**src/rtl/data_bank_arbiter.sv**
```systemverilog
// ---------------------------------------------------------------------------
// data_bank_arbiter
//
// Front end of the L1 data-cache data-bank array (LINE_WORDS word banks, each
// SETS x WAYS x DATA_W). Shares the single bank write port between CPU store
// hits and the refill sequencer, sequences multi-beat refills into the victim
// way, and gates the shared read port against refill and write hazards.
//
// Ports
//   clock, reset            system clock; asynchronous active-low reset
//   st_*                    store-hit write request (valid/ready, set, way,
//                           word offset, data); written with zero latency
//   rf_start/_ready         refill request handshake; rf_set/rf_way are
//                           captured when the request is accepted
//   rf_beat_*               refill data beats, offsets 0..LINE_WORDS-1 in order
//   rf_done                 one-cycle pulse after the last beat is written
//   rd_valid/_ready, rd_set lookup read request to the banks
//   rd_resp_valid           bank data valid, one cycle after an issued read
//   bk_w_*                  bank write port (enable, set, way, offset, data)
//   bk_r_set                bank read set, shared by all word banks
// ---------------------------------------------------------------------------
module data_bank_arbiter #(
    parameter  int SET_W      = 7,
    parameter  int WAYS       = 8,
    parameter  int DATA_W     = 32,
    parameter  int LINE_WORDS = 4,
    localparam int OFF_W      = $clog2(LINE_WORDS)
) (
    input  logic              clock,
    input  logic              reset,

    input  logic              st_valid,
    output logic              st_ready,
    input  logic [SET_W-1:0]  st_set,
    input  logic [WAYS-1:0]   st_way,
    input  logic [OFF_W-1:0]  st_off,
    input  logic [DATA_W-1:0] st_data,

    input  logic              rf_start,
    output logic              rf_start_ready,
    input  logic [SET_W-1:0]  rf_set,
    input  logic [WAYS-1:0]   rf_way,
    input  logic              rf_beat_valid,
    output logic              rf_beat_ready,
    input  logic [DATA_W-1:0] rf_beat_data,
    output logic              rf_done,

    input  logic              rd_valid,
    output logic              rd_ready,
    input  logic [SET_W-1:0]  rd_set,
    output logic              rd_resp_valid,

    output logic              bk_w_en,
    output logic [SET_W-1:0]  bk_w_set,
    output logic [WAYS-1:0]   bk_w_way,
    output logic [OFF_W-1:0]  bk_w_off,
    output logic [DATA_W-1:0] bk_w_data,
    output logic [SET_W-1:0]  bk_r_set
);

    typedef enum logic [1:0] {
        IDLE   = 2'd0,
        REFILL = 2'd1,
        DONE   = 2'd2
    } arbState;

    localparam logic [OFF_W-1:0] LAST_OFF = OFF_W'(LINE_WORDS - 1);

    arbState            stateQ, stateD;
    logic [OFF_W-1:0]   cntQ, cntD;
    logic               rrLastQ, rrLastD;     // 1: refill wins the next tie
    logic [SET_W-1:0]   rfSetQ;
    logic [WAYS-1:0]    rfWayQ;
    logic               latchRefill;
    logic               rdRespQ;
    logic               rdHazard;

    // Next-state and write-port control. Grants are also gated by reset so
    // every handshake output is low while reset is asserted, not only after
    // the first clock edge.
    always_comb begin
        // NOTE: every signal assigned here gets a default first; a path that
        // leaves one unassigned would infer a latch.
        stateD         = stateQ;
        cntD           = cntQ;
        rrLastD        = rrLastQ;
        latchRefill    = 1'b0;
        st_ready       = 1'b0;
        rf_start_ready = 1'b0;
        rf_beat_ready  = 1'b0;
        rf_done        = 1'b0;
        bk_w_en        = 1'b0;
        bk_w_set       = '0;
        bk_w_way       = '0;
        bk_w_off       = '0;
        bk_w_data      = '0;

        if (reset) begin
            unique case (stateQ)
                IDLE: begin
                    // The round-robin pointer only moves when both requesters
                    // compete; an uncontested grant leaves it alone.
                    if (st_valid && (!rf_start || !rrLastQ)) begin
                        st_ready  = 1'b1;
                        bk_w_en   = 1'b1;
                        bk_w_set  = st_set;
                        bk_w_way  = st_way;
                        bk_w_off  = st_off;
                        bk_w_data = st_data;
                        if (rf_start) rrLastD = 1'b1;
                    end else if (rf_start) begin
                        rf_start_ready = 1'b1;
                        latchRefill    = 1'b1;
                        cntD           = '0;
                        stateD         = REFILL;
                        if (st_valid) rrLastD = 1'b0;
                    end
                end
                REFILL: begin
                    rf_beat_ready = 1'b1;
                    if (rf_beat_valid) begin
                        bk_w_en   = 1'b1;
                        bk_w_set  = rfSetQ;
                        bk_w_way  = rfWayQ;
                        bk_w_off  = cntQ;
                        bk_w_data = rf_beat_data;
                        if (cntQ == LAST_OFF) begin
                            cntD   = '0;
                            stateD = DONE;
                        end else begin
                            cntD = cntQ + 1'b1;
                        end
                    end
                end
                DONE: begin
                    rf_done = 1'b1;
                    stateD  = IDLE;
                end
                default: stateD = IDLE;
            endcase
        end
    end

    // A read must not see a line that is half refilled, nor race a write to
    // the same set in this cycle. Reads to other sets go ahead.
    assign rdHazard = ((stateQ != IDLE) && (rd_set == rfSetQ)) ||
                      (bk_w_en && (bk_w_set == rd_set));
    assign rd_ready      = reset && rd_valid && !rdHazard;
    assign rd_resp_valid = rdRespQ;
    assign bk_r_set      = rd_set;

    always_ff @(posedge clock or negedge reset) begin
        if (!reset) begin
            stateQ  <= IDLE;
            cntQ    <= '0;
            rrLastQ <= 1'b0;
            rfSetQ  <= '0;
            rfWayQ  <= '0;
            rdRespQ <= 1'b0;
        end else begin
            // NOTE: state registers use non-blocking assignments so every
            // flop samples the values from before this edge.
            stateQ  <= stateD;
            cntQ    <= cntD;
            rrLastQ <= rrLastD;
            rdRespQ <= rd_valid && rd_ready;
            if (latchRefill) begin
                rfSetQ <= rf_set;
                rfWayQ <= rf_way;
            end
        end
    end

endmodule

```
**config.mk**
```make
export PLATFORM = sky130hd
export DESIGN_NAME = data_bank_arbiter
export DESIGN_NICKNAME = d
export VERILOG_FILES = /design/src/rtl/data_bank_arbiter.sv
export SDC_FILE = /design/constraint.sdc
export NUM_CORES = 1
export LEC_CHECK = 0
export CORE_MARGIN = 4
export CORE_UTILIZATION = 31
export DETAILED_ROUTE_END_ITERATION = 16
export HOLD_SLACK_MARGIN = 0.03
export PLACE_DENSITY = 0.92
export SLEW_MARGIN = 25
export SYNTH_ARGS = -nofsm -noshare
export SYNTH_HDL_FRONTEND = slang
export SYNTH_SLANG_ARGS = --single-unit
```
**constraint.sdc**
```tcl
create_clock -name clock -period 2.4 [get_ports clock]
set_input_delay 0.48 -clock clock [delete_from_list [all_inputs] [get_ports clock]]
set_output_delay 0.48 -clock clock [all_outputs]
set_load 0.01 [all_outputs]
```
== Yosys cells after proc, flatten, opt, wreduce, memory -nomap -nowiden ==
Index checks and enable logic that the tools add are counted.
Word-level totals
  logic and storage cells: 78
  input port bits: 109
  register bits: 21
Operators by class
  reductions and logical operators: 18
  add/sub/neg operators: 1
  mux-type cells: 44
  eq/ne operators: 9
Operators by type and width (number)
  $mux W32: 3
  $pmux W32 S2: 1
  $mux W8: 3
  $mux W2: 11
  $mux W7: 3
  $mux W1: 17
  $pmux W8 S2: 1
  $eq A7 B7 Y1: 2
  $pmux W7 S2: 1
  $pmux W2 S2: 3
  $reduce_and A5 Y1: 2
  $ne A2 B2 Y1 const B: 4
  $logic_and A1 B1 Y1: 6
  $reduce_bool A2 Y1: 3
  $eq A2 B2 Y1 const B: 2
  $reduce_and A4 Y1: 1
  $logic_not A1 Y1: 3
  $add A2 B1 Y2 const B: 1
  $eq A2 B1 Y1 const B: 1
  $logic_not A2 Y1: 1
  $logic_or A1 B1 Y1: 2
  $pmux W1 S2: 1

== Depth between registers and ports, before layout ==
  word-level depth: 12
  depth in mapped cells: 7

== Least setup slack after synthesis ==
OpenSTA, ideal clock, no wires.
  kind: input-to-output
  start point: in reset
  end point: out rd_ready
  data required time: 1.920 ns
  arrival: 1.697 ns
  path slack: 0.223 ns
  buffers on the path: 1
  stages on the path: 6
  cell sequence: and4b_1 -> buf_6 -> a22o_2 -> xor2_1 -> nor4_4 -> a41oi_1
Between the ends
  cells in the longest elaborated chain, start to end: 6
  elaborated cells on any way between the ends: 8
  those cells by class: eq/ne: 1; mux: 2; reduce/logical: 5
RTL lines
  start: declaration: line 30  | input logic reset,
  $mux W7: line 98  | if (reset) begin
  named net bk_w_set[2]: line 54  | output logic [SET_W-1:0] bk_w_set,
  $eq A7 B7 Y1: line 147  | (bk_w_en && (bk_w_set == rd_set));
  $logic_and A1 B1 Y1: line 147
  $logic_or A1 B1 Y1: line 146  | assign rdHazard = ((stateQ != IDLE) && (rd_set == rfSetQ)) ||
  $logic_not A1 Y1: line 148  | assign rd_ready = reset && rd_valid && !rdHazard;
  $logic_and A1 B1 Y1: line 148
  end: declaration: line 49  | output logic rd_ready,
The timed path passes the listed nets, and every way through them passes these cells.

== Worst setup path in the final report ==
  start point: reg stateQ[0]
  end point: out rd_ready
Between the ends
  cells in the longest elaborated chain, start to end: 8
  elaborated cells on any way between the ends: 13
  those cells by class: eq/ne: 2; mux: 4; reduce/logical: 7
RTL lines
  start: declaration: line 69  | arbState stateQ, stateD;
  start signal: assignment: line 163  | stateQ <= stateD;
  $eq A2 B1 Y1 / $logic_not A2 Y1 (equally long branches): line 99  | unique case (stateQ)
  $pmux W7 S2: line 99
  $mux W7: line 98
  $eq A7 B7 Y1: line 147
  $logic_and A1 B1 Y1: line 147
  $logic_or A1 B1 Y1 (*): line 146
  $logic_not A1 Y1 (*): line 148
  $logic_and A1 B1 Y1 (*): line 148
Every way passes the cells marked *; elsewhere a longest branch is shown, timed or not.

==> impl_metrics.py <==
metrics = {
    "finish": {
        "fin_cells": 472,
        "insertedDiodeCount": 0,
        "nNetsFinal": 511,
        "drive_gt1_share_pct": 27.3,
        "final_area_um2": 3850,
        "seqCellArea_um2": 526,
        "multi_input_area_um2": 1260,
        "nFillCells": 464,
        "syn_to_final_growth_pct": 108,
    },
    "logic_synthesis": {
        "synth_area_leaders": "dfrtp_1 28%, a22oi_1 17%, nor2_1 9.3%",
        "synth_area_leader_cell": "dfrtp_1",
        "yosysWarnings": 0,
        "synth-seq-cells": 21,
        "synth_cells": 215,
        "synth-main-ff-cell": "dfrtp_1",
        "syn_nets": 325,
        "avgSynthCellArea_um2": 8.61,
        "synth_top_area_share_pct": 28.4,
        "netlist_area_um2": 1850,
        "synth_edf_count": 0,
        "ys_types": 35,
        "yosysSeqAreaShare_pct": 28.4,
        "async_flop_share_pct": 100,
    },
    "worst_setup_path": {
        "worst_path_max_delay_cell": "dfrtp_1",
        "crit_chain": "and4b_2, a22o_4, xor2_4, nor4_4, a41oi_2, buf_2",
        "end_kind": "output pin",
        "path_buf_inv": 1,
        "start_kind": "flip-flop",
        "crit_fanout": 6,
        "critical_path.top_delay_family": "simple AND/OR/NAND/NOR gates",
        "critical_path_class": "reg -> out",
        "ff2ff_setup_slack_ns": 0.47,
        "rr_endpoint": "rd_resp_valid$_DFF_PN0_",
        "timing.rr.start": "stateQ[0]$_DFFE_PN0P_",
        "reg2regPathDepth": 6,
        "cp_slowest_stage_delay_ns": 0.41,
        "critPathArrivalTime_ns": 2.09,
        "crit_required_ns": 1.92,
    },
    "floorplan": {
        "die_h_um": 85.3,
        "rows": 27,
        "die_w_um": 85.3,
        "ioPinCount": 172,
        "core_area_um2": 5640,
        "start_util_pct": 32.8,
        "dieArea_um2": 7270,
    },
    "power_and_ir_drop": {
        "irDropWorstVdd_v": 0.000603,
        "p_leak_uw": 0.00178,
        "powerDensity_nw_per_um2": 680,
    },
    "cts": {
        "clockBufferDepth": 2,
        "h-tree-depth": 1,
        "clk_pin_slew_worst_paths_ns": 0.08,
        "cts_tree": "yes",
        "clk_latency_ns": 0.27,
        "cts_buffers": 3,
        "hold_buffers": 0,
        "clockRootBuffer": "clkbuf_8",
        "cts.sinks": 21,
    },
    "run": {
        "cap_viol_max_count": 0,
    },
    "global_route": {
        "grt_pass1_vias": 2597,
        "grt.overflow.total": 0,
        "grt_max_degree": 33,
        "grt_usage_pct": 21.5,
        "antenna_found_initial": 0,
        "grt_pass1_wl_um": 12900,
    },
    "timing": {
        "tightest_slew_ns": 0.339,
        "min_period_over_period_pct": 107,
        "hold_viol_final": 0,
        "setup_viol": 1,
        "slew_viol_final": 0,
        "setup_slack_ns": -0.167,
        "relSlewSlack_pct": 77.2,
        "max_freq_ghz": 0.390,
        "grt_setup_unrepaired": "yes",
        "finalClockSkew_ns": 0.00479,
        "fin_crit_ns": 2.57,
    },
    "drt": {
        "antenna_left": 0,
        "routedWlPerCell_um": 18.4,
        "viasPerCell": 5.20,
        "wl_um": 8680,
        "drt_pre_antenna_iters": 5,
        "drc": 0,
        "initialDrtViolationCount": 74,
        "via_count": 2456,
    },
    "placement": {
        "io_buffers": 171,
        "place.gp.congestion": 0.875,
        "dpl.hpwl_um": 6610,
        "dp_cells": 460,
        "dpl-instance-area_um2": 3770,
        "pre_cts_ws_ns": -0.881,
    },
    "hold_path": {
        "worstHoldPathType": "in -> async",
    },
    "outcome": {
        "status": "finished with violations",
        "violations": "negative setup slack",
    },
}
-- state kept, by name, indices dropped and copies added (netlist names) --
| signal | cells |
|---|---|
| rfSetQ | 7 |
| rd_resp_valid | 1 |
| stateQ | 2 |
| rrLastQ | 1 |
| rfWayQ | 8 |
| cntQ | 2 |
-- layer usage --
metal	GRT usage [%]	share of wire, %	vias to the layer above
met3	3.69	6.0	18
met2	41.3	54	113
met5	0	0	-
li1	-	-	1150
met1	23.6	37	1175
met4	6.91	3.1	0
-- worst reg2reg max path: cells and delay by family, from the launching register on --
kind | cells | cell delay [ns]
flip-flops | 1 | 0.41
XOR/XNOR | 1 | 0.17
buffers and inverters | 1 | 0.16
AO/OA/AOI/OAI | 2 | 0.44
AND/OR/NAND/NOR | 2 | 0.62
-- area by class of cell --
type | instances | share of cell area (%)
clock buffers | 3 | 1.07
clock inverters | 1 | 0.195
inverters | 5 | 0.487
multi-input cells | 163 | 32.7
flip-flops and latches | 21 | 13.6
well taps | 72 | 2.34
repair buffers | 207 | 49.6
-- synth_stat cells (all sizes together), types with 3 or more instances --
cell / number
xor2: 13
dfrtp: 21
a22o: 9
inv: 5
nor2: 46
a22oi: 42
nor4bb: 4
a21oi: 3
nor4: 4
clkbuf: 10
mux2: 15
nand2: 6
buf: 16
-- report_power, final --
part	internal (uW)	total (uW)	leakage [uW]	switching, uW
sequential	518	666	0.000254	148
clock	118	246	0.0000217	129
combinational	934	1710	0.00151	777
total	1570	2620	0.00178	1050
-- worst max path at each step --
stage                                startpoint  cells past startpoint  endpoint  slack [ns]
after global routing      stateQ[0]$_DFFE_PN0P_                      6  rd_ready       -0.27
after floorplan                           reset                      6  rd_ready        0.22
after global placement                    reset                      7  rd_ready       -0.73
final                     stateQ[0]$_DFFE_PN0P_                      6  rd_ready       -0.17
after detailed placement                  reset                      7  rd_ready       -0.88
after CTS                 stateQ[0]$_DFFE_PN0P_                      6  rd_ready       -0.11
-- through the flow --
step / util [%] / hold slack, ns / setup TNS (ns) / power [uW]
after global placement: 66.8 / 0.490 / -24.75 / 2260
after detailed placement: 66.8 / 0.497 / -26.93 / 2320
after floorplan: - / 0.184 / 0 / 1470
after CTS: 69.1 / 0.291 / -0.111 / 2590
final: 68.3 / 0.287 / -0.167 / 2620
after global routing: 68.3 / 0.306 / -0.760 / 2800
-- cell usage in the layout, fill, tap and decap left out, types with 2 or more instances in the layout --
cell,instances
and3_1,2
inv_1,5
buf_12,3
dfrtp_1,21
a22o_4,3
clkdlybuf4s50_1,113
xnor2_1,2
buf_6,2
nor2_4,2
nor4_1,3
buf_4,29
nor4bb_1,2
clkdlybuf4s15_1,4
nor2_1,44
clkbuf_2,28
dlymetal6s2s_1,4
and4bb_2,2
mux2_2,15
nand2_1,6
a22o_2,5
xor2_1,11
clkbuf_8,3
dlygate4sd2_1,20
o21ai_0,2
a22oi_1,42
a21oi_1,3
-- cells by family after synthesis --
kind of cell    share of synthesized area [%]
compound gates                           26.4
xor+xnor                                 7.50
fa+ha+maj                               0.676
buf+inv                                  8.65
flops                                    28.4
mux                                      9.12
simple gates                             19.3
-- repair_timing --
action / CTS / global route
pin swaps: 7 / 8
cloned: 1 / 1
setup endpoints to repair: 55 / 45
gates resized for setup: 84 / 56
buffers inserted: 6 / 1
endpoints found under the hold margin: 0 / 0
Power figures use the tool's default switching activity.
